--- config.mk ---
export PLATFORM = sky130hd
export DESIGN_NAME = ads_sample_sequencer
export DESIGN_NICKNAME = d
export VERILOG_FILES = /design/src/rtl/ads_sample_sequencer.sv
export SDC_FILE = /design/constraint.sdc
export NUM_CORES = 1
export LEC_CHECK = 0
export CAP_MARGIN = 20
export CORE_MARGIN = 5
export CORE_UTILIZATION = 52
export CTS_BUF_LIST = sky130_fd_sc_hd__clkbuf_16
export CTS_CLUSTER_DIAMETER = 80
export CTS_CLUSTER_SIZE = 10
export DETAILED_ROUTE_END_ITERATION = 10
export GPL_ROUTABILITY_DRIVEN = 1
export PLACE_DENSITY = 0.86
export SLEW_MARGIN = 15
export SYNTH_ARGS = -nofsm -noshare
export SYNTH_HDL_FRONTEND = slang
export SYNTH_SLANG_ARGS = --single-unit
--- constraint.sdc ---
create_clock -name sys_clk -period 8.88 [get_ports sys_clk]
set_input_delay 1.776 -clock sys_clk [delete_from_list [all_inputs] [get_ports sys_clk]]
set_output_delay 1.776 -clock sys_clk [all_outputs]
set_load 0.02 [all_outputs]
--- src/rtl/ads_sample_sequencer.sv ---
// ads_sample_sequencer: periodic conversion scheduler for the ADS8363 path.
// A programmable tick starts a two-slot SPI command frame. Each slot issues one
// command to the 20-bit SPI driver, waits for the driver to go busy and back to
// idle, and latches the low 16 bits of both receive words. Both slots are then
// published together. Dropped ticks and stuck-driver timeouts are reported.
module ads_sample_sequencer #(
    parameter int unsigned CMD_W   = 20,
    parameter int unsigned DATA_W  = 20,
    parameter int unsigned TIMEOUT = 255
) (
    input  logic              sys_clk,
    input  logic              sys_rst_n,
    input  logic              enable,
    input  logic [15:0]       period,
    input  logic [CMD_W-1:0]  cmd_slot0,
    input  logic [CMD_W-1:0]  cmd_slot1,
    input  logic              err_clr,
    input  logic              spi_idle,
    input  logic [DATA_W-1:0] r_data_a,
    input  logic [DATA_W-1:0] r_data_b,
    output logic              spi_start,
    output logic [CMD_W-1:0]  spi_cmd,
    output logic [15:0]       data_a0,
    output logic [15:0]       data_a1,
    output logic [15:0]       data_b0,
    output logic [15:0]       data_b1,
    output logic              frame_valid,
    output logic              busy,
    output logic [7:0]        overrun_cnt,
    output logic              timeout_err
);

    localparam int unsigned TmoW = $clog2(TIMEOUT + 1);
    localparam logic [TmoW-1:0] TmoLast = TmoW'(TIMEOUT - 1);

    localparam logic [2:0] StIdle     = 3'd0;
    localparam logic [2:0] StIssue    = 3'd1;
    localparam logic [2:0] StWaitAck  = 3'd2;
    localparam logic [2:0] StWaitDone = 3'd3;
    localparam logic [2:0] StLatch    = 3'd4;
    localparam logic [2:0] StPublish  = 3'd5;

    logic [2:0]       state_q, state_d;
    logic             slot_q, slot_d;
    logic [TmoW-1:0]  tmo_q, tmo_d;
    logic [CMD_W-1:0] cmd_q, cmd_d;
    logic [15:0]      cnt_q, cnt_d, cnt_cur;
    logic             load_q, load_d;
    logic             tick;
    logic [15:0]      sh_a0_q, sh_a0_d, sh_b0_q, sh_b0_d;
    logic [15:0]      a0_q, a0_d, a1_q, a1_d, b0_q, b0_d, b1_q, b1_d;
    logic [7:0]       ovr_q, ovr_d;
    logic             err_q, err_d;
    logic             err_set;

    // Driver status nibble in the receive words carries no sample data.
    logic unused_status;
    assign unused_status = ^{r_data_a[DATA_W-1:16], r_data_b[DATA_W-1:16]};

    // Tick down-counter; load_q means "sitting at period", so a held or freshly
    // reloaded counter always reflects the live period input.
    always_comb begin
        cnt_cur = load_q ? period : cnt_q;
        cnt_d   = cnt_q;
        load_d  = load_q;
        tick    = 1'b0;
        if (!enable) begin
            load_d = 1'b1;
        end else if (cnt_cur == 16'd0) begin
            tick   = 1'b1;
            load_d = 1'b1;
        end else begin
            cnt_d  = cnt_cur - 16'd1;
            load_d = 1'b0;
        end
    end

    // Frame sequencer: issue, handshake, latch per slot, then publish.
    always_comb begin
        state_d = state_q;
        slot_d  = slot_q;
        tmo_d   = tmo_q;
        cmd_d   = cmd_q;
        sh_a0_d = sh_a0_q;
        sh_b0_d = sh_b0_q;
        a0_d    = a0_q;
        a1_d    = a1_q;
        b0_d    = b0_q;
        b1_d    = b1_q;
        err_set = 1'b0;
        case (state_q)
            StIdle: begin
                if (tick) begin
                    slot_d  = 1'b0;
                    cmd_d   = cmd_slot0;
                    state_d = StIssue;
                end
            end
            StIssue: begin
                tmo_d   = '0;
                state_d = StWaitAck;
            end
            StWaitAck, StWaitDone: begin
                tmo_d = tmo_q + 1'b1;
                if ((state_q == StWaitAck) && !spi_idle) begin
                    state_d = StWaitDone;
                end else if ((state_q == StWaitDone) && spi_idle) begin
                    state_d = StLatch;
                end else if (tmo_q == TmoLast) begin
                    err_set = 1'b1;
                    state_d = StIdle;
                end
            end
            StLatch: begin
                if (!slot_q) begin
                    sh_a0_d = r_data_a[15:0];
                    sh_b0_d = r_data_b[15:0];
                    slot_d  = 1'b1;
                    cmd_d   = cmd_slot1;
                    state_d = StIssue;
                end else begin
                    // Publish registers load on entry to PUBLISH so the data
                    // change lands in the same cycle as frame_valid.
                    a0_d    = sh_a0_q;
                    b0_d    = sh_b0_q;
                    a1_d    = r_data_a[15:0];
                    b1_d    = r_data_b[15:0];
                    state_d = StPublish;
                end
            end
            StPublish: state_d = StIdle;
            default:   state_d = StIdle;
        endcase
    end

    // Overrun counter (saturating) and sticky timeout flag; set beats clear.
    always_comb begin
        ovr_d = ovr_q;
        if (tick && (state_q != StIdle) && (ovr_q != 8'hFF)) begin
            ovr_d = ovr_q + 8'd1;
        end
        err_d = err_q;
        if (err_set) begin
            err_d = 1'b1;
        end else if (err_clr) begin
            err_d = 1'b0;
        end
    end

    // State registers with asynchronous active-low reset.
    always_ff @(posedge sys_clk or negedge sys_rst_n) begin
        if (!sys_rst_n) begin
            state_q <= StIdle;
            slot_q  <= 1'b0;
            tmo_q   <= '0;
            cmd_q   <= '0;
            cnt_q   <= '0;
            load_q  <= 1'b1;
            sh_a0_q <= '0;
            sh_b0_q <= '0;
            a0_q    <= '0;
            a1_q    <= '0;
            b0_q    <= '0;
            b1_q    <= '0;
            ovr_q   <= '0;
            err_q   <= 1'b0;
        end else begin
            state_q <= state_d;
            slot_q  <= slot_d;
            tmo_q   <= tmo_d;
            cmd_q   <= cmd_d;
            cnt_q   <= cnt_d;
            load_q  <= load_d;
            sh_a0_q <= sh_a0_d;
            sh_b0_q <= sh_b0_d;
            a0_q    <= a0_d;
            a1_q    <= a1_d;
            b0_q    <= b0_d;
            b1_q    <= b1_d;
            ovr_q   <= ovr_d;
            err_q   <= err_d;
        end
    end

    assign spi_start   = (state_q == StIssue);
    assign spi_cmd     = cmd_q;
    assign busy        = (state_q != StIdle);
    assign frame_valid = (state_q == StPublish);
    assign data_a0     = a0_q;
    assign data_a1     = a1_q;
    assign data_b0     = b0_q;
    assign data_b1     = b1_q;
    assign overrun_cnt = ovr_q;
    assign timeout_err = err_q;

endmodule

# --- Word level (Yosys, flattened, before mapping) ---
# Cells that the tools add are included.
totals:
  reg_bits: 154
  word_cells: 69
  input_bits: 101
  output_inout_bits: 96
op_classes:
  n_bitwise: 2
  eq_ne: 10
  addsub: 3
  n_reduce_logical: 18
  n_mux: 22
op_table:
  columns: ["cell", "n"]
  rows:
  - ["$mux W20", 2]
  - ["$pmux W20 S2", 1]
  - ["$add A8 B1 Y8 const B", 2]
  - ["$logic_not A16 Y1", 1]
  - ["$mux W16", 1]
  - ["$pmux W8 S2", 1]
  - ["$sub A16 B1 Y16 const B", 1]
  - ["$mux W3", 5]
  - ["$pmux W3 S4", 1]
  - ["$mux W1", 10]
  - ["$reduce_and A2 Y1", 5]
  - ["$eq A8 B8 Y1 const B", 1]
  - ["$ne A8 B8 Y1 const B", 1]
  - ["$eq A3 B2 Y1 const B", 2]
  - ["$eq A3 B3 Y1 const B", 2]
  - ["$reduce_bool A2 Y1", 3]
  - ["$logic_and A1 B1 Y1", 4]
  - ["$ne A2 B2 Y1 const B", 2]
  - ["$ne A4 B4 Y1 const B", 1]
  - ["$eq A3 B1 Y1 const B", 1]
  - ["$logic_not A3 Y1", 1]
  - ["$reduce_and A3 Y1", 1]
  - ["$reduce_bool A3 Y1", 1]
  - ["$not A1 Y1", 2]
  - ["3 further kinds", 3]

# --- Logic depth before layout (Yosys ltp) ---
# Gate-level depths: netlist (run 1).
depth:
  depth_word: 6
  ltp_mapped: 14

# --- Worst setup path after synthesis (run 1) ---
# OpenSTA, ideal clock, no wires.
synth_timing:
  kind: "register -> register"
  from: "register load_q"
  to: "register cmd_q[0], in the netlist spi_cmd[0]"
  required_time_ps: 8755
  n_path_buf: 7
  t_arrival_ps: 4323
  slack_ps: 4432
  setup_ps: 125
  synth_period_minus_slack_ps: 4448
  stages_incl_launch_ff: 15
  path_cell_list: "dfstp_2 buf_6 clkbuf_1 clkbuf_1 clkbuf_1 buf_1 mux2i_1 ha_1 or4bb_1 a22o_1 or4_1 buf_2 o22ai_2 buf_6 mux2_4"
synth_via:
  elab_chain_len: 6
synth_lines:
  columns: ["element", "line_no", "rtl"]
  rows:
  - ["start, declared", "48", "logic load_q, load_d;"]
  - ["start signal, assigned", "173", "load_q <= load_d;"]
  - ["$mux W16", "63", "cnt_cur = load_q ? period : cnt_q;"]
  - ["$logic_not A16 Y1", "69", "end else if (cnt_cur == 16'd0) begin"]
  - ["$mux W1", "69", null]
  - ["$mux W1", "67", "if (!enable) begin"]
  - ["$ne A2 B2 Y1 (no line)", null, null]
  - ["$reduce_and A3 Y1 (no line)", null, null]
  - ["end signal, assigned", "171", "cmd_q <= cmd_d;"]
  - ["end, declared", "46", "logic [CMD_W-1:0] cmd_q, cmd_d;"]
# Every way passes these cells.
# A chain may end at the register's enable or synchronous reset.

# --- Worst setup path after layout (run 1) ---
layout_timing:
  from: "input period[0]"
  to: "register cmd_q[8], in the netlist spi_cmd[8]"
layout_via:
  elab_chain_len: 6
layout_lines:
  columns: ["element", "line_no", "rtl"]
  rows:
  - ["start, declared", "14", "input logic [15:0] period,"]
  - ["$mux W16", "63", null]
  - ["$logic_not A16 Y1", "69", null]
  - ["$mux W1", "69", null]
  - ["$mux W1", "67", null]
  - ["$ne A2 B2 Y1 (no line)", null, null]
  - ["$reduce_and A3 Y1 (no line)", null, null]
# Every way passes these cells.

==> impl_metrics.env, run 1 <==
export IMPL_antenna_found_initial=0
export IMPL_pwr_share_seq_pct=38.7
export IMPL_fmax_mhz=204
export IMPL_dr_pass1_iters=5
export IMPL_gr_total_overflow=0
export IMPL_met2_usage_pct=39.9
export IMPL_internal_power_uw=1610
export IMPL_vdd_drop_max_mv=0.193
export IMPL_hpwl_um=12300
export IMPL_drc=0
export IMPL_startpoint="period[0]"
export IMPL_synth_cell_types=60
export IMPL_port_buffer_count=188
export IMPL_pwr_share_comb_pct=27.7
export IMPL_cts_buffers=17
export IMPL_antenna_cells=0
export IMPL_swShare_pct=30.3
export IMPL_synth_edf_count=0
export IMPL_r2r_end="spi_cmd[8]"
export IMPL_slew_violations=0
export IMPL_drt_iter0_drc=497
export IMPL_rsz0062_at_grt="no"
export IMPL_area_delta_synth_final_pct=37.3
export IMPL_grt_max_degree=90
export IMPL_crit_type="in2reg"
export IMPL_yosysTopAreaCell="dfrtp_1"
export IMPL_worstPathRequired_ns=9.18
export IMPL_layout_nets=851
export IMPL_reg2reg_slack_ns=4.45
export IMPL_ant_nets=0
export IMPL_rows=42
export IMPL_async_reset_ff_share_pct=100
export IMPL_post_drt_wl_per_cell_um=19.2
export IMPL_fillCellCount=832
export IMPL_arrival_ns=5.21
export IMPL_yosysMostFrequentCell="dfrtp_1"
export IMPL_hold_depth=1
export IMPL_core_area_sq_um=13300
export IMPL_cts_htree_levels=4
export IMPL_worstMarginPinSlew_ns=1.06
export IMPL_worstPathMaxFanout=20
export IMPL_clkLatencyLatePin_ns=0.42
export IMPL_cts_setup_buffers=0
export IMPL_fin_crit_ns=4.91
export IMPL_routed_wl_um=17900
export IMPL_die_h_um=127
export IMPL_syn_inst=563
export IMPL_r2r_start="load_q"
export IMPL_die_area_sq_um=16100
export IMPL_min_period_over_period_pct=55.2
export IMPL_hold_viol=0
export IMPL_grt_pass1_vias=5653
export IMPL_avgSynthCellArea_sq_um=12.6
export IMPL_hold_buffers=0
export IMPL_clock_power_share_pct=33.6
export IMPL_vias_per_cell=5.70
export IMPL_fin_tns_setup_ns=0
export IMPL_gp_congestion=0.866
export IMPL_r2r_cells=8
export IMPL_top_usage_layer="met2"
export IMPL_yosysWarnings=0
export IMPL_cp_end_kind="register"
export IMPL_setup_violations=0
export IMPL_vias=5333
export IMPL_grtUsageMet3_pct=7.86
export IMPL_p_leak_uw=0.00434
export IMPL_met1_usage_pct=25.8
export IMPL_drive_above_1_share_pct=25.0
export IMPL_ys_flop_type="dfrtp_1"
export IMPL_start_util_pct=53.4
export IMPL_grt_pass1_wl_um=29700
export IMPL_clk_transition_reported_paths_ns=0.06
export IMPL_crit_path_end="spi_cmd[8]"
export IMPL_netlist_area_sq_um=7100
export IMPL_synth_top_area_share_pct=53.9
export IMPL_cts_root_buf="clkbuf_16"
export IMPL_pre_cts_ws_ns=3.55
export IMPL_skew_ns=0.00700
export IMPL_hp_class="reg2reg"
export IMPL_cts_tree="yes"
export IMPL_seq_area_frac_synth_pct=54.3
export IMPL_io_pins=197
export IMPL_synth_area_leaders="dfrtp_1, mux2_2, mux2_4"
export IMPL_yosys_top_cells_count="dfrtp_1, mux2_2, nor2_1"
export IMPL_start_kind="input port"
export IMPL_syn_nets=668
export IMPL_cts_resized=0
export IMPL_maxCapViolCount=0
export IMPL_die_x_um=127
export IMPL_clockBufferDepth=2
export IMPL_switchingPower_uw=702
export IMPL_synth_seq_cells=154
export IMPL_worst_slack_ns=3.97
export IMPL_status="finished clean"
export IMPL_relSlewSlack_pct=29.1
export IMPL_grt_usage_pct=23.0
export IMPL_power_density_nw_per_um2=237
export IMPL_clock_sinks=154
export IMPL_hold_slack_ns=0.496
## power groups by stage
stage | registers [uW] | logic [uW] | clock network [uW]
global route | 914 | 684 | 828
global placement | 896 | 614 | 0
detailed placement | 906 | 639 | 0
finish | 896 | 640 | 777
CTS | 897 | 644 | 793
floorplan | 968 | 276 | 0
## worst min-delay path by stage
stage | startpoint | endpoint | slack (ns)
2_1_floorplan | cnt_q[12] | cnt_q[12] | 0.46
3_3_place_gp | cnt_q[12] | cnt_q[12] | 0.48
3_5_place_dp | timeout_err | timeout_err | 0.49
4_1_cts | overrun_cnt[6] | overrun_cnt[6] | 0.51
5_1_grt | spi_cmd[13] | spi_cmd[13] | 0.52
6_report | overrun_cnt[6] | overrun_cnt[6] | 0.50
## cell type report
cell class	instances	area [sq um]	area share, %
clock inverters	15	213	2.18
clock buffers	17	425	4.36
inverters	8	30.0	0.308
flip-flops and latches	154	3850	39.5
repair buffers	193	1920	19.7
well taps	176	220	2.26
multi-input cells	372	3090	31.7
## sequential cells by signal, summed over array words and instances (netlist names), 8 cells and up
register and flops:
data_b1 16, data_b0 16, overrun_cnt 8, sh_a0_q 16, spi_cmd 20, sh_b0_q 16
cnt_q 16, data_a0 16, data_a1 16, tmo_q 8
## cells by family (layout without fill, tap and decap cells)
kind of cell | Yosys count | count (layout) | synth area share [%]
compound gates | 87 | 87 | 7.93
xor+xnor | 16 | 16 | 1.97
fa+ha+maj | 4 | 4 | 0.705
buf+inv | 37 | 233 | 2.31
flops | 154 | 154 | 54.3
mux | 141 | 141 | 23.4
simple gates | 124 | 124 | 9.46
## stage by stage
step	util [%]	instance area, sq um	power [uW]	std cells
after CTS	73.3	9750	2330	934
after global placement	68.5	9110	1510	902
after global routing	73.4	9760	2430	935
after detailed placement	68.5	9110	1540	902
final	73.4	9760	2310	935
after floorplan	-	7100	1240	563
## cells in the final DEF, fill, tap and decap left out, drive strengths merged, types with 4 or more instances in the layout
| cell type | synthesis | final |
|---|---|---|
| clkdlybuf4s50 | 0 | 187 |
| dfrtp | 153 | 153 |
| mux2 | 139 | 139 |
| o21ai | 33 | 33 |
| nor2 | 31 | 31 |
| nand2 | 27 | 27 |
| clkbuf | 21 | 18 |
| a21oi | 15 | 15 |
| xor2 | 14 | 14 |
| inv | 7 | 12 |
| nand3 | 10 | 10 |
| nor3 | 9 | 9 |
| a22oi | 7 | 7 |
| a211oi | 6 | 6 |
| or4 | 6 | 6 |
| or4b | 6 | 6 |
| buf | 8 | 5 |
| nor2b | 4 | 4 |
| nor4 | 4 | 4 |
| ha | 4 | 4 |
| bufinv | 0 | 4 |
| and3 | 4 | 4 |
| clkinv | 1 | 4 |
## per-layer routing
| layer | up-vias | wire length, um |
|---|---|---|
| met2 | 218 | 9350 |
| met3 | 40 | 1370 |
| met1 | 2656 | 6610 |
| met4 | 0 | 593 |
| li1 | 2419 | - |
| met5 | - | 0 |
## worst max-delay path, cell delays in order
cell and delay, ns:
clkdlybuf4s50_1 0.42, mux2i_1 0.19, ha_1 0.30, or4bb_1 0.56, a22o_1 0.29, or4_1 0.74
o22ai_2 0.20, buf_4 0.38, mux2_4 0.34
No activity file was read; power rests on OpenSTA's default activity.
==> inputs of run 2 (changes only) <==
CORE_UTILIZATION = 44   (was 52)
PLACE_DENSITY = 0.77   (was 0.86)
clock period = 4.3 ns   (was 8.88 ns; I/O delays follow)
==> run 2 against run 1 <==
Die area increased by 17%. Flip-flop and latch count unchanged. Critical path depth unchanged. Non-clock buffer count increased by 7. Sequential share of layout area decreased by 0.18 points. Worst hold slack improved by 0.0019 ns. Register-to-register slack got worse by 3.6 ns. Wire length decreased by 4.7%. Count of clock-buffer cells in the layout unchanged. Critical path type unchanged. Largest power group unchanged.
==> impl_metrics.env, run 2 (same netlist as run 1, synthesis figures left out) <==
export IMPL_drive_above_1_share_pct=25.0
export IMPL_cp_end_kind="register"
export IMPL_hold_viol=0
export IMPL_port_buffer_count=188
export IMPL_worstPathRequired_ns=4.60
export IMPL_maxCapViolCount=0
export IMPL_post_drt_wl_per_cell_um=17.4
export IMPL_cts_tree="yes"
export IMPL_fmax_mhz=274
export IMPL_vdd_drop_max_mv=0.297
export IMPL_wirelength_met1_um=7090
export IMPL_worstMarginPinSlew_ns=1.05
export IMPL_clockBufferDepth=2
export IMPL_cts_root_buf="clkbuf_16"
export IMPL_fin_crit_ns=3.66
export IMPL_slew_violations=0
export IMPL_grt_pass1_wl_um=27600
export IMPL_cts_htree_levels=4
export IMPL_routed_wl_um=17100
export IMPL_drc=0
export IMPL_die_h_um=137
export IMPL_cts_resized=0
export IMPL_clkLatencyLatePin_ns=0.42
export IMPL_hold_slack_ns=0.498
export IMPL_core_area_sq_um=15900
export IMPL_final_cell_mix="clkdlybuf4s50_1, dfrtp_1, mux2_2"
export IMPL_hp_class="reg2reg"
export IMPL_met3_length_um=1080
export IMPL_cts_buffers=17
export IMPL_grt_usage_pct=18.4
export IMPL_status="finished clean"
export IMPL_area_delta_synth_final_pct=38.0
export IMPL_gp_congestion=0.828
export IMPL_die_area_sq_um=18800
export IMPL_min_period_over_period_pct=85.0
export IMPL_crit_type="in2reg"
export IMPL_cts_setup_buffers=0
export IMPL_clock_sinks=154
export IMPL_io_pins=197
export IMPL_hpwl_um=12200
export IMPL_setup_violations=0
export IMPL_fin_tns_setup_ns=0
export IMPL_rows=46
export IMPL_drt_iter0_drc=186
export IMPL_arrival_ns=3.95
export IMPL_largest_reg_flops=20
export IMPL_vias_per_cell=5.35
export IMPL_rsz0062_at_grt="no"
export IMPL_vias=5243
export IMPL_p_leak_uw=0.00437
export IMPL_relSlewSlack_pct=29.7
export IMPL_fillCellCount=1277
export IMPL_clk_transition_reported_paths_ns=0.05
export IMPL_start_kind="input port"
export IMPL_antenna_found_initial=0
export IMPL_final_util_pct=61.7
export IMPL_antenna_cells=0
export IMPL_hold_buffers=0
export IMPL_dr_pass1_iters=7
export IMPL_power_density_nw_per_um2=469
export IMPL_ant_nets=0
export IMPL_grt_pass1_vias=5509
export IMPL_skew_ns=0.0125
export IMPL_top_layer="met4"
export IMPL_grt_max_degree=124
export IMPL_gr_total_overflow=0
export IMPL_start_util_pct=44.7
export IMPL_layout_nets=858
export IMPL_route_met2_wl_um=8760
export IMPL_worstPathMaxFanout=20
export IMPL_final_common_cell="clkdlybuf4s50_1"
export IMPL_die_x_um=137
## run 2: cell types whose count changed in the layout (fill, tap and decap cells not counted), moves of 3 or more
| cell | previous run | this run |
|---|---|---|
| buf_4 | 4 | 11 |
| clkinv_2 | 0 | 4 |
| clkinvlp_4 | 3 | 0 |
| inv_6 | 3 | 0 |
## run 2: cell type report
class | instances | area, sq um | share of cell area (%)
clock buffer | 17 | 425 | 4.34
clock inverter | 13 | 138 | 1.40
inverter | 8 | 30.0 | 0.306
multi-input combinational | 372 | 3090 | 31.6
sequential | 154 | 3850 | 39.3
tap | 216 | 270 | 2.76
timing repair buffer | 200 | 1990 | 20.3
## run 2: final timing paths
check                            from             end  slack [ns]  cells after the start
max                         period[0]     spi_cmd[12]        0.64                      9
min                        sh_b0_q[7]      sh_b0_q[7]        0.50                      1
max reg2reg                    load_q     spi_cmd[12]        0.90                      8
min reg2reg                sh_b0_q[7]      sh_b0_q[7]        0.50                      1
max in group asynchronous   sys_rst_n          load_q        2.79                      2
min in group asynchronous   sys_rst_n  overrun_cnt[3]        0.55                      1
## run 2: where the power goes
group | internal (uW) | switching, uW | total, uW
Sequential | 1660 | 151 | 1810
Combinational | 687 | 653 | 1340
Clock | 891 | 551 | 1440
## run 2: critical path, cell delays in order
cell             delay [ns]
clkdlybuf4s50_1        0.42
mux2i_1                0.18
ha_1                   0.29
or4bb_1                0.55
a22o_1                 0.27
or4_1                  0.60
o22ai_2                0.21
buf_12                 0.22
mux2_4                 0.32
## run 2: routing by layer
layer / vias up / global-route usage (%)
met5: - / 0
met4: 0 / 5.27
met3: 12 / 4.74
met2: 160 / 31.7
met1: 2647 / 22.9
li1: 2424 / -
## run 2: per-stage QoR
stage | setup slack [ns] | std cells | cell area, sq um | total power [uW]
final | 0.644 | 980 | 9800 | 4600
after global routing | 0.485 | 980 | 9800 | 4840
after CTS | 0.662 | 980 | 9800 | 4650
after detailed placement | 0.217 | 950 | 9240 | 3190
after global placement | 0.273 | 950 | 9240 | 3130
after floorplan | 0.0456 | 563 | 7110 | 2570
==> inputs of run 3 (changes only) <==
CELL_PAD_IN_SITES_DETAIL_PLACEMENT = 0   (was unset)
CELL_PAD_IN_SITES_GLOBAL_PLACEMENT = 1   (was unset)
CORE_UTILIZATION = 34   (was 44)
PLACE_DENSITY = 0.81   (was 0.77)
clock period = 3.3 ns   (was 4.3 ns; I/O delays follow)
==> run 3 against run 2 <==
Register-to-register slack worse by 0.77 ns. Sequential share of layout area down 1.2 points. Sequential power up 30%. Non-clock buffer count up 23. Clock power up 32%. Critical path depth unchanged. Total power up 32%. Combinational power up 34%. Wire length up 3.6%. Worst setup slack worse by 0.53 ns. Global-route usage down 3.6 points. Critical endpoint is now spi_cmd[2].
==> impl_metrics.env, run 3 (same netlist as run 1, synthesis figures left out) <==
export IMPL_die_area_sq_um=23900
export IMPL_vias=5211
export IMPL_clock_power_share_pct=31.5
export IMPL_hp_class="in2async"
export IMPL_drt_iter0_drc=246
export IMPL_setup_violations=0
export IMPL_min_period_over_period_pct=96.4
export IMPL_total_power_uw=6050
export IMPL_pwr_share_seq_pct=38.9
export IMPL_final_util_pct=49.4
export IMPL_drc=0
export IMPL_io_pins=197
export IMPL_routed_wl_um=17700
export IMPL_core_area_sq_um=20400
export IMPL_rsz0062_at_grt="no"
export IMPL_grt_usage_pct=14.9
export IMPL_internal_power_uw=4090
export IMPL_post_drt_wl_per_cell_um=16.7
export IMPL_gp_congestion=0.793
export IMPL_ant_nets=0
export IMPL_swShare_pct=32.3
export IMPL_hpwl_um=12400
export IMPL_layout_nets=881
export IMPL_switchingPower_uw=1950
export IMPL_worst_slack_ns=0.117
export IMPL_gr_total_overflow=0
export IMPL_vdd_drop_max_mv=0.371
export IMPL_fmax_mhz=314
export IMPL_path_cells="clkdlybuf4s50_1 -> mux2i_1 -> ha_2 -> or4b_4 -> a22o_1 -> or4_4 -> o22ai_4 -> buf_12 -> mux2_4"
export IMPL_crit_path_max_incr_delay_ns=0.56
export IMPL_arrival_ns=3.48
export IMPL_fin_cells=1059
export IMPL_crit_type="in2reg"
export IMPL_relSlewSlack_pct=61.6
export IMPL_final_cell_mix="clkdlybuf4s50_1, dfrtp_1, mux2_2"
export IMPL_vias_per_cell=4.92
export IMPL_cp_end_kind="register"
export IMPL_port_buffer_count=188
export IMPL_start_kind="input port"
export IMPL_status="finished clean"
export IMPL_area_delta_synth_final_pct=42.2
export IMPL_cts_resized=0
export IMPL_reg2reg_slack_ns=0.13
export IMPL_cts_tree="yes"
export IMPL_worstPathRequired_ns=3.60
export IMPL_p_leak_uw=0.00447
export IMPL_cts_buffers=17
export IMPL_place_inst=1027
export IMPL_pwr_share_comb_pct=29.6
export IMPL_fin_crit_ns=3.18
export IMPL_hold_buffers=0
export IMPL_die_x_um=155
export IMPL_die_h_um=155
export IMPL_maxCapViolCount=0
export IMPL_worstPathMaxFanout=20
export IMPL_start_util_pct=34.8
export IMPL_skew_ns=0.0121
export IMPL_seqCellArea_sq_um=3850
export IMPL_grt_max_degree=66
export IMPL_grt_pass1_wl_um=28700
export IMPL_slew_violations=0
export IMPL_grt_pass1_vias=5292
export IMPL_worstMarginPinSlew_ns=0.572
export IMPL_clkLatencyLatePin_ns=0.42
export IMPL_multiInputGateArea_sq_um=3110
export IMPL_cts_htree_levels=4
export IMPL_pre_cts_ws_ns=-0.379
export IMPL_hold_viol=0
export IMPL_clk_transition_reported_paths_ns=0.06
export IMPL_drive_above_1_share_pct=28.3
export IMPL_r2r_start="load_q"
export IMPL_clock_sinks=154
export IMPL_rows=52
export IMPL_dr_pass1_iters=7
export IMPL_critPathSlowestCell="or4_4"
export IMPL_cts_root_buf="clkbuf_16"
export IMPL_antenna_cells=0
export IMPL_cts_setup_buffers=0
export IMPL_power_density_nw_per_um2=599
export IMPL_r2r_end="spi_cmd[2]"
export IMPL_fillCellCount=1886
export IMPL_largest_reg_flops=20
export IMPL_r2r_cells=8
export IMPL_antenna_found_initial=0
export IMPL_clockBufferDepth=2
export IMPL_final_common_cell="clkdlybuf4s50_1"
==> run 3: per-stage QoR <==
step / hold slack (ns) / TNS, ns / area (sq um)
after floorplan: 0.364 / -10.75 / 7160
after global placement: 0.477 / -8.78 / 9520
after detailed placement: 0.482 / -9.82 / 9520
after CTS: 0.208 / 0 / 10100
after global routing: 0.231 / 0 / 10100
final: 0.209 / 0 / 10100
==> run 3: worst max-delay path by stage <==
stage	startpoint	end	slack, ns	cells after the start
finish	period[0]	spi_cmd[2]	0.12	9
global route	load_q	spi_cmd[2]	0.03	8
CTS	load_q	spi_cmd[2]	0.05	8
detailed placement	period[0]	spi_cmd[8]	-0.38	9
global placement	period[0]	spi_cmd[9]	-0.35	9
floorplan	load_q	spi_cmd[0]	-0.46	14
==> run 3: power by group through the flow <==
stage	Sequential, uW	Clock (uW)	Combinational, uW
2_1_floorplan	2600	0	754
3_3_place_gp	2380	0	1790
3_5_place_dp	2390	0	1810
4_1_cts	2350	1970	1820
5_1_grt	2400	2070	1930
6_report	2350	1900	1790
==> run 3: area by class of cell <==
type / count / area share, %
flip-flops and latches: 154 / 38.2
multi-input cells: 372 / 30.8
repair buffers: 223 / 21.7
clock buffers: 17 / 4.21
well taps: 270 / 3.34
clock inverters: 15 / 1.49
inverters: 8 / 0.297
==> run 3: routing by layer <==
layer	share of wire, %	GRT usage (%)	wire (um)
met5	0	0	0
met4	1.8	4.75	316
met3	6.7	4.89	1190
met2	47	24.0	8390
met1	44	18.9	7800
==> run 3: worst max-delay path: cells and delay by family <==
kind	cells	cell delay, ns
AOI/OAI and AO/OA	2	0.39
adders and majority gates	1	0.24
buffers and inverters	2	0.63
muxes	2	0.52
and+or+nand+nor	2	1.02
